$ cat src/rtl/load_writeback_unit.sv
// Load write-back unit: tracks one outstanding load from EX to memory response,
// stalls dependent IFD instructions while waiting, then writes the extended
// result to the register file and forwards it to matching IFD sources.
//
// Ports:
//   clk, rst                         clock, asynchronous active-high reset
//   EX_IR, ex_valid                  instruction in EX and its live flag
//   IFD_RS1_Addr_In, IFD_RS2_Addr_In source register addresses in IFD
//   mem_rdata, mem_valid             data-memory read word and its valid flag
//   stall                            combinational hold for IFD/EX
//   Bypass_Flag, RS1_Out, RS2_Out    registered forwarding outputs
//   wb_we, wb_addr, wb_data          registered register-file write port
//   load_err                         sticky load-timeout flag
module load_writeback_unit #(
    parameter int unsigned TIMEOUT = 15
) (
    input  logic        clk,
    input  logic        rst,
    input  logic [31:0] EX_IR,
    input  logic        ex_valid,
    input  logic [4:0]  IFD_RS1_Addr_In,
    input  logic [4:0]  IFD_RS2_Addr_In,
    input  logic [31:0] mem_rdata,
    input  logic        mem_valid,
    output logic        stall,
    output logic [1:0]  Bypass_Flag,
    output logic [31:0] RS1_Out,
    output logic [31:0] RS2_Out,
    output logic        wb_we,
    output logic [4:0]  wb_addr,
    output logic [31:0] wb_data,
    output logic        load_err
);

    localparam int unsigned XLEN = 32;
    localparam int unsigned AW   = 5;
    localparam int unsigned CW   = 4;
    localparam logic [6:0]    OPC_LOAD = 7'b0000011;
    localparam logic [CW-1:0] CNT_LAST = CW'(TIMEOUT - 1);

    typedef enum logic [1:0] {
        S_IDLE = 2'd0,
        S_WAIT = 2'd1,
        S_DONE = 2'd2
    } state_t;

    state_t          state_q, state_d;
    logic [CW-1:0]   cnt_q, cnt_d;
    logic [AW-1:0]   rd_q, rd_d;
    logic [2:0]      f3_q, f3_d;
    logic            err_d;
    logic            we_d;
    logic [AW-1:0]   addr_d;
    logic [XLEN-1:0] data_d, rs1_d, rs2_d, ext_c;
    logic [1:0]      flag_d;
    logic            ex_is_load_c, accept_c, rs1_hit_c, rs2_hit_c;

    // Upper instruction bits carry the load offset, which this block ignores.
    logic unused_ir_bits;
    assign unused_ir_bits = ^EX_IR[31:15];

    // Extend the right-aligned memory word according to the load width.
    function automatic logic [XLEN-1:0] extend(input logic [2:0] f3, input logic [XLEN-1:0] w);
        case (f3)
            3'b000:  return {{24{w[7]}}, w[7:0]};
            3'b001:  return {{16{w[15]}}, w[15:0]};
            3'b100:  return {24'd0, w[7:0]};
            3'b101:  return {16'd0, w[15:0]};
            default: return w;
        endcase
    endfunction

    assign ex_is_load_c = ex_valid && (EX_IR[6:0] == OPC_LOAD);
    assign accept_c     = ex_is_load_c && (EX_IR[11:7] != '0);
    assign rs1_hit_c    = (IFD_RS1_Addr_In == rd_q);
    assign rs2_hit_c    = (IFD_RS2_Addr_In == rd_q);
    assign ext_c        = extend(f3_q, mem_rdata);

    // Next-state and next-output logic; write-back outputs are prepared on the
    // edge entering DONE so they are visible for exactly the DONE cycle.
    always_comb begin
        state_d = state_q;
        cnt_d   = cnt_q;
        rd_d    = rd_q;
        f3_d    = f3_q;
        err_d   = load_err;
        stall   = 1'b0;
        we_d    = 1'b0;
        addr_d  = '0;
        data_d  = '0;
        flag_d  = '0;
        rs1_d   = '0;
        rs2_d   = '0;
        case (state_q)
            S_IDLE, S_DONE: begin
                state_d = S_IDLE;
                if (accept_c) begin
                    state_d = S_WAIT;
                    cnt_d   = '0;
                    rd_d    = EX_IR[11:7];
                    f3_d    = EX_IR[14:12];
                end
            end
            S_WAIT: begin
                stall = rs1_hit_c || rs2_hit_c || ex_is_load_c;
                if (mem_valid) begin
                    state_d = S_DONE;
                    we_d    = 1'b1;
                    addr_d  = rd_q;
                    data_d  = ext_c;
                    flag_d  = {rs2_hit_c, rs1_hit_c};
                    rs1_d   = rs1_hit_c ? ext_c : '0;
                    rs2_d   = rs2_hit_c ? ext_c : '0;
                end else if (cnt_q == CNT_LAST) begin
                    // Memory never answered: abandon the load.
                    state_d = S_IDLE;
                    err_d   = 1'b1;
                end else begin
                    cnt_d = cnt_q + CW'(1);
                end
            end
            default: state_d = S_IDLE;
        endcase
    end

    // State and registered outputs.
    always_ff @(posedge clk or posedge rst) begin
        if (rst) begin
            state_q     <= S_IDLE;
            cnt_q       <= '0;
            rd_q        <= '0;
            f3_q        <= '0;
            load_err    <= 1'b0;
            wb_we       <= 1'b0;
            wb_addr     <= '0;
            wb_data     <= '0;
            Bypass_Flag <= '0;
            RS1_Out     <= '0;
            RS2_Out     <= '0;
        end else begin
            state_q     <= state_d;
            cnt_q       <= cnt_d;
            rd_q        <= rd_d;
            f3_q        <= f3_d;
            load_err    <= err_d;
            wb_we       <= we_d;
            wb_addr     <= addr_d;
            wb_data     <= data_d;
            Bypass_Flag <= flag_d;
            RS1_Out     <= rs1_d;
            RS2_Out     <= rs2_d;
        end
    end

endmodule
$ cat config.mk
export PLATFORM = sky130hd
export DESIGN_NAME = load_writeback_unit
export DESIGN_NICKNAME = d
export VERILOG_FILES = /design/src/rtl/load_writeback_unit.sv
export SDC_FILE = /design/constraint.sdc
export NUM_CORES = 1
export LEC_CHECK = 0
export ABC_AREA = 0
export CELL_PAD_IN_SITES_DETAIL_PLACEMENT = 1
export CELL_PAD_IN_SITES_GLOBAL_PLACEMENT = 1
export CORE_ASPECT_RATIO = 0.6
export CORE_MARGIN = 4
export CORE_UTILIZATION = 25
export DETAILED_ROUTE_END_ITERATION = 8
export GPL_ROUTABILITY_DRIVEN = 0
export PLACE_DENSITY = 0.67
export SLEW_MARGIN = 40
export SYNTH_ARGS = -nofsm -noshare
export SYNTH_HDL_FRONTEND = slang
export SYNTH_SLANG_ARGS = --single-unit
$ cat constraint.sdc
create_clock -name clk -period 6.4 [get_ports clk]
set_input_delay 0.64 -clock clk [delete_from_list [all_inputs] [get_ports clk]]
set_output_delay 0.64 -clock clk [all_outputs]
set_load 0.005 [all_outputs]
==> results.yml <==
timing:
  finalSetupTns_ns: 0
  finalCritPeriodShare_pct: 56.1
  fmax_mhz: 278
  rsz0062_at_grt: "no"
  setup_violations: 0
  hold_viol_final: 0
  finClkSkew_ns: 0.00778
  tightest_slew_ns: 0.799
  fin_crit_ns: 3.59
  slew_headroom_pct: 46.6
  finalMaxSlewViolations: 0
global_route:
  use_met3_pct: 4.95
  grt_usage_pct: 14.1
  grt_pass1_wl_um: 20500
  gr-total-overflow: 0
  grt_util_met1_pct: 19.1
  grtUsageMet2_pct: 21.9
  grt_pass1_vias: 3519
  top_usage_layer: "met2"
  grt_max_degree: 63
  antenna_found_initial: 0
worst_setup_path:
  cp_common_cell: "clkdlybuf4s50_1"
  crit_type: "in2out"
  arrival_ns: 2.95
  critPathCapture: "stall"
  crit_path_start_kind: "input pin"
  r2r-start: "state_q[0]"
  crit_buf_inv: 2
  slowest_stage: "clkdlybuf4s50_1"
  max_stage_delay_ns: 0.55
  reg2reg_slack_ns: 4.09
  reg2reg_to: "RS2_Out[10]"
  worstRegToRegCells: 6
  path_cells: "clkdlybuf4s50_1 > xor2_1 > nor3_1 > nand2_1 > a31oi_1 > clkdlybuf4s50_1"
  cp.depth: 6
  crit_required_ns: 5.76
  crit_start: "IFD_RS2_Addr_In[2]"
  cp_top_family: "buffers and inverters"
  path_max_fanout: 17
  crit_path_end_kind: "output pin"
floorplanning:
  start_util_pct: 25.8
  dieArea_mm2: 0.0192
  ioPinCount: 184
  placementRows: 36
  die_y_um: 109
  die_w_um: 176
  core_area_mm2: 0.0164
cells_and_area:
  regArea_mm2: 0.00298
  antennaDiodeCount: 0
  multi_input_area_mm2: 0.00115
  stdcell_count: 754
  mostFrequentLayoutCell: "clkdlybuf4s50_1"
  final_cell_mix: "166 x clkdlybuf4s50_1, 118 x dfrtp_1, 59 x nor2_1"
  area_growth_pct: 59.8
  drive_gt1_share_pct: 11.0
  nets: 594
  nFillCells: 1775
route:
  vias_per_cell: 4.17
  route.detailed.drc: 0
  avgRoutedWirePerCell_um: 17.3
  vias: 3143
  drt-total-wl_um: 13100
  drtIter0Drc: 178
  ant_nets: 0
  firstDrtPassIters: 4
placement:
  place_inst: 723
  port_buffers: 166
  hpwl_um: 9430
logic_synthesis:
  ys_ff_latch: 119
  synthCells: 342
  async_reset_ff_share_pct: 100
  synth.distinct_cells: 35
  syn_nets: 422
  syn_area_mm2: 0.00423
  yosys_warnings: 0
  ys_seq_area_share_pct: 70.3
  syn_avg_cell_area_um2: 12.4
  synth_enable_flop_cells: 0
  ys.flop_type: "dfrtp_1"
outcome:
  status: "complete, no violations"
clocking:
  cts_hold_buf: 0
  clk_path_buf_depth: 2
  cts-htree-levels: 4
  ctsResizeCount: 0
  post_cts_buffers: 0
  clock_sinks: 119
  clock_latency_ns: 0.40
  cts_buffers: 17
  cts.clk_slew.worst_paths_ns: 0.06
  cts-root-buf: "clkbuf_16"
  tritoncts: "done"
run:
  cap_violations: 0
min_path:
  holdCritStartpoint: "load_err"
  min_path_type: "reg2reg"
  holdPathStages: 2
power:
  ir_worst_vdd_uv: 137
  power_density_mw_per_mm2: 265
  leakage_nw: 3.04
==> tightest hold or removal path, stage by stage (launching register included) <==
cell and delay, ns:
dfrtp_1 0.34, inv_1 0.05, o31ai_1 0.06
==> power breakdown <==
group	internal, mW	switching, mW
logic	0.0548	0.0535
registers	0.759	0.0146
clock network	0.580	0.335
total	1.39	0.403
==> per-stage QoR <==
stage / utilization [%] / setup slack, ns / area [µm²] / hold slack [ns] / power, mW
6_report: 41.3 / 2.81 / 6770 / 0.481 / 1.80
4_1_cts: 41.2 / 2.81 / 6750 / 0.485 / 1.82
3_3_place_gp: 37.5 / 2.92 / 6140 / 0.466 / 0.890
2_1_floorplan: - / 2.60 / 4230 / 0.460 / 0.833
3_5_place_dp: 37.7 / 2.82 / 6180 / 0.471 / 0.896
5_1_grt: 41.3 / 2.64 / 6770 / 0.554 / 1.87
==> state kept, by name, indices dropped and copies added (netlist names), 2 cells and up <==
| signal | flops |
|---|---|
| rd_q | 5 |
| f3_q | 3 |
| cnt_q | 4 |
| wb_addr | 5 |
| RS1_Out | 32 |
| wb_data | 32 |
| Bypass_Flag | 2 |
| state_q | 2 |
| RS2_Out | 32 |
==> kinds of logic after synthesis <==
group                      after synthesis  synth area share [%]
and+or+nand+nor                        147                  17.1
xor gates and xnor gates                12                  2.48
AOI/OAI and AO/OA                       20                  4.20
DFF                                    119                  70.3
muxes                                    9                  2.36
adders and majority gates                2                 0.591
buffers and inverters                   33                  2.98
==> area by class of cell <==
class / instances / area share [%]
Multi-Input combinational cell: 190 / 17.1
Sequential cell: 119 / 44.0
Tap cell: 228 / 4.22
Inverter: 16 / 0.962
Clock buffer: 19 / 6.55
Timing Repair Buffer: 170 / 25.3
Clock inverter: 12 / 1.90
==> how the worst min path moves through the flow <==
| stage | end | slack, ns |
|---|---|---|
| 2_1_floorplan | load_err | 0.46 |
| 3_3_place_gp | load_err | 0.47 |
| 3_5_place_dp | load_err | 0.47 |
| 4_1_cts | load_err | 0.48 |
| 5_1_grt | load_err | 0.55 |
| 6_report | load_err | 0.48 |
==> layer usage <==
layer | wire length, µm | part of all wire, % | up-vias
met5 | 0 | 0 | -
met4 | 105 | 0.80 | 0
met3 | 943 | 7.2 | 9
met2 | 6070 | 46 | 115
met1 | 5960 | 46 | 1560
li1 | - | - | 1459
==> synthesized netlist by cell type (2+ instances only) <==
cell / number / area share, %
mux2_2: 8 / 2.1
xor2_1: 9 / 1.9
xnor2_1: 3 / 0.62
nand2_1: 7 / 0.62
clkbuf_1: 12 / 1.1
buf_2: 2 / 0.24
inv_1: 15 / 1.3
nand3_1: 2 / 0.24
dfrtp_1: 119 / 70
nor2_1: 59 / 5.2
o21a_1: 8 / 1.4
buf_1: 3 / 0.27
a22o_2: 3 / 0.71
and2_1: 5 / 0.74
nor3_1: 49 / 5.8
nor2b_1: 16 / 2.4
ha_1: 2 / 0.59
o21ai_0: 3 / 0.35
(Power assumes the default switching activity.)
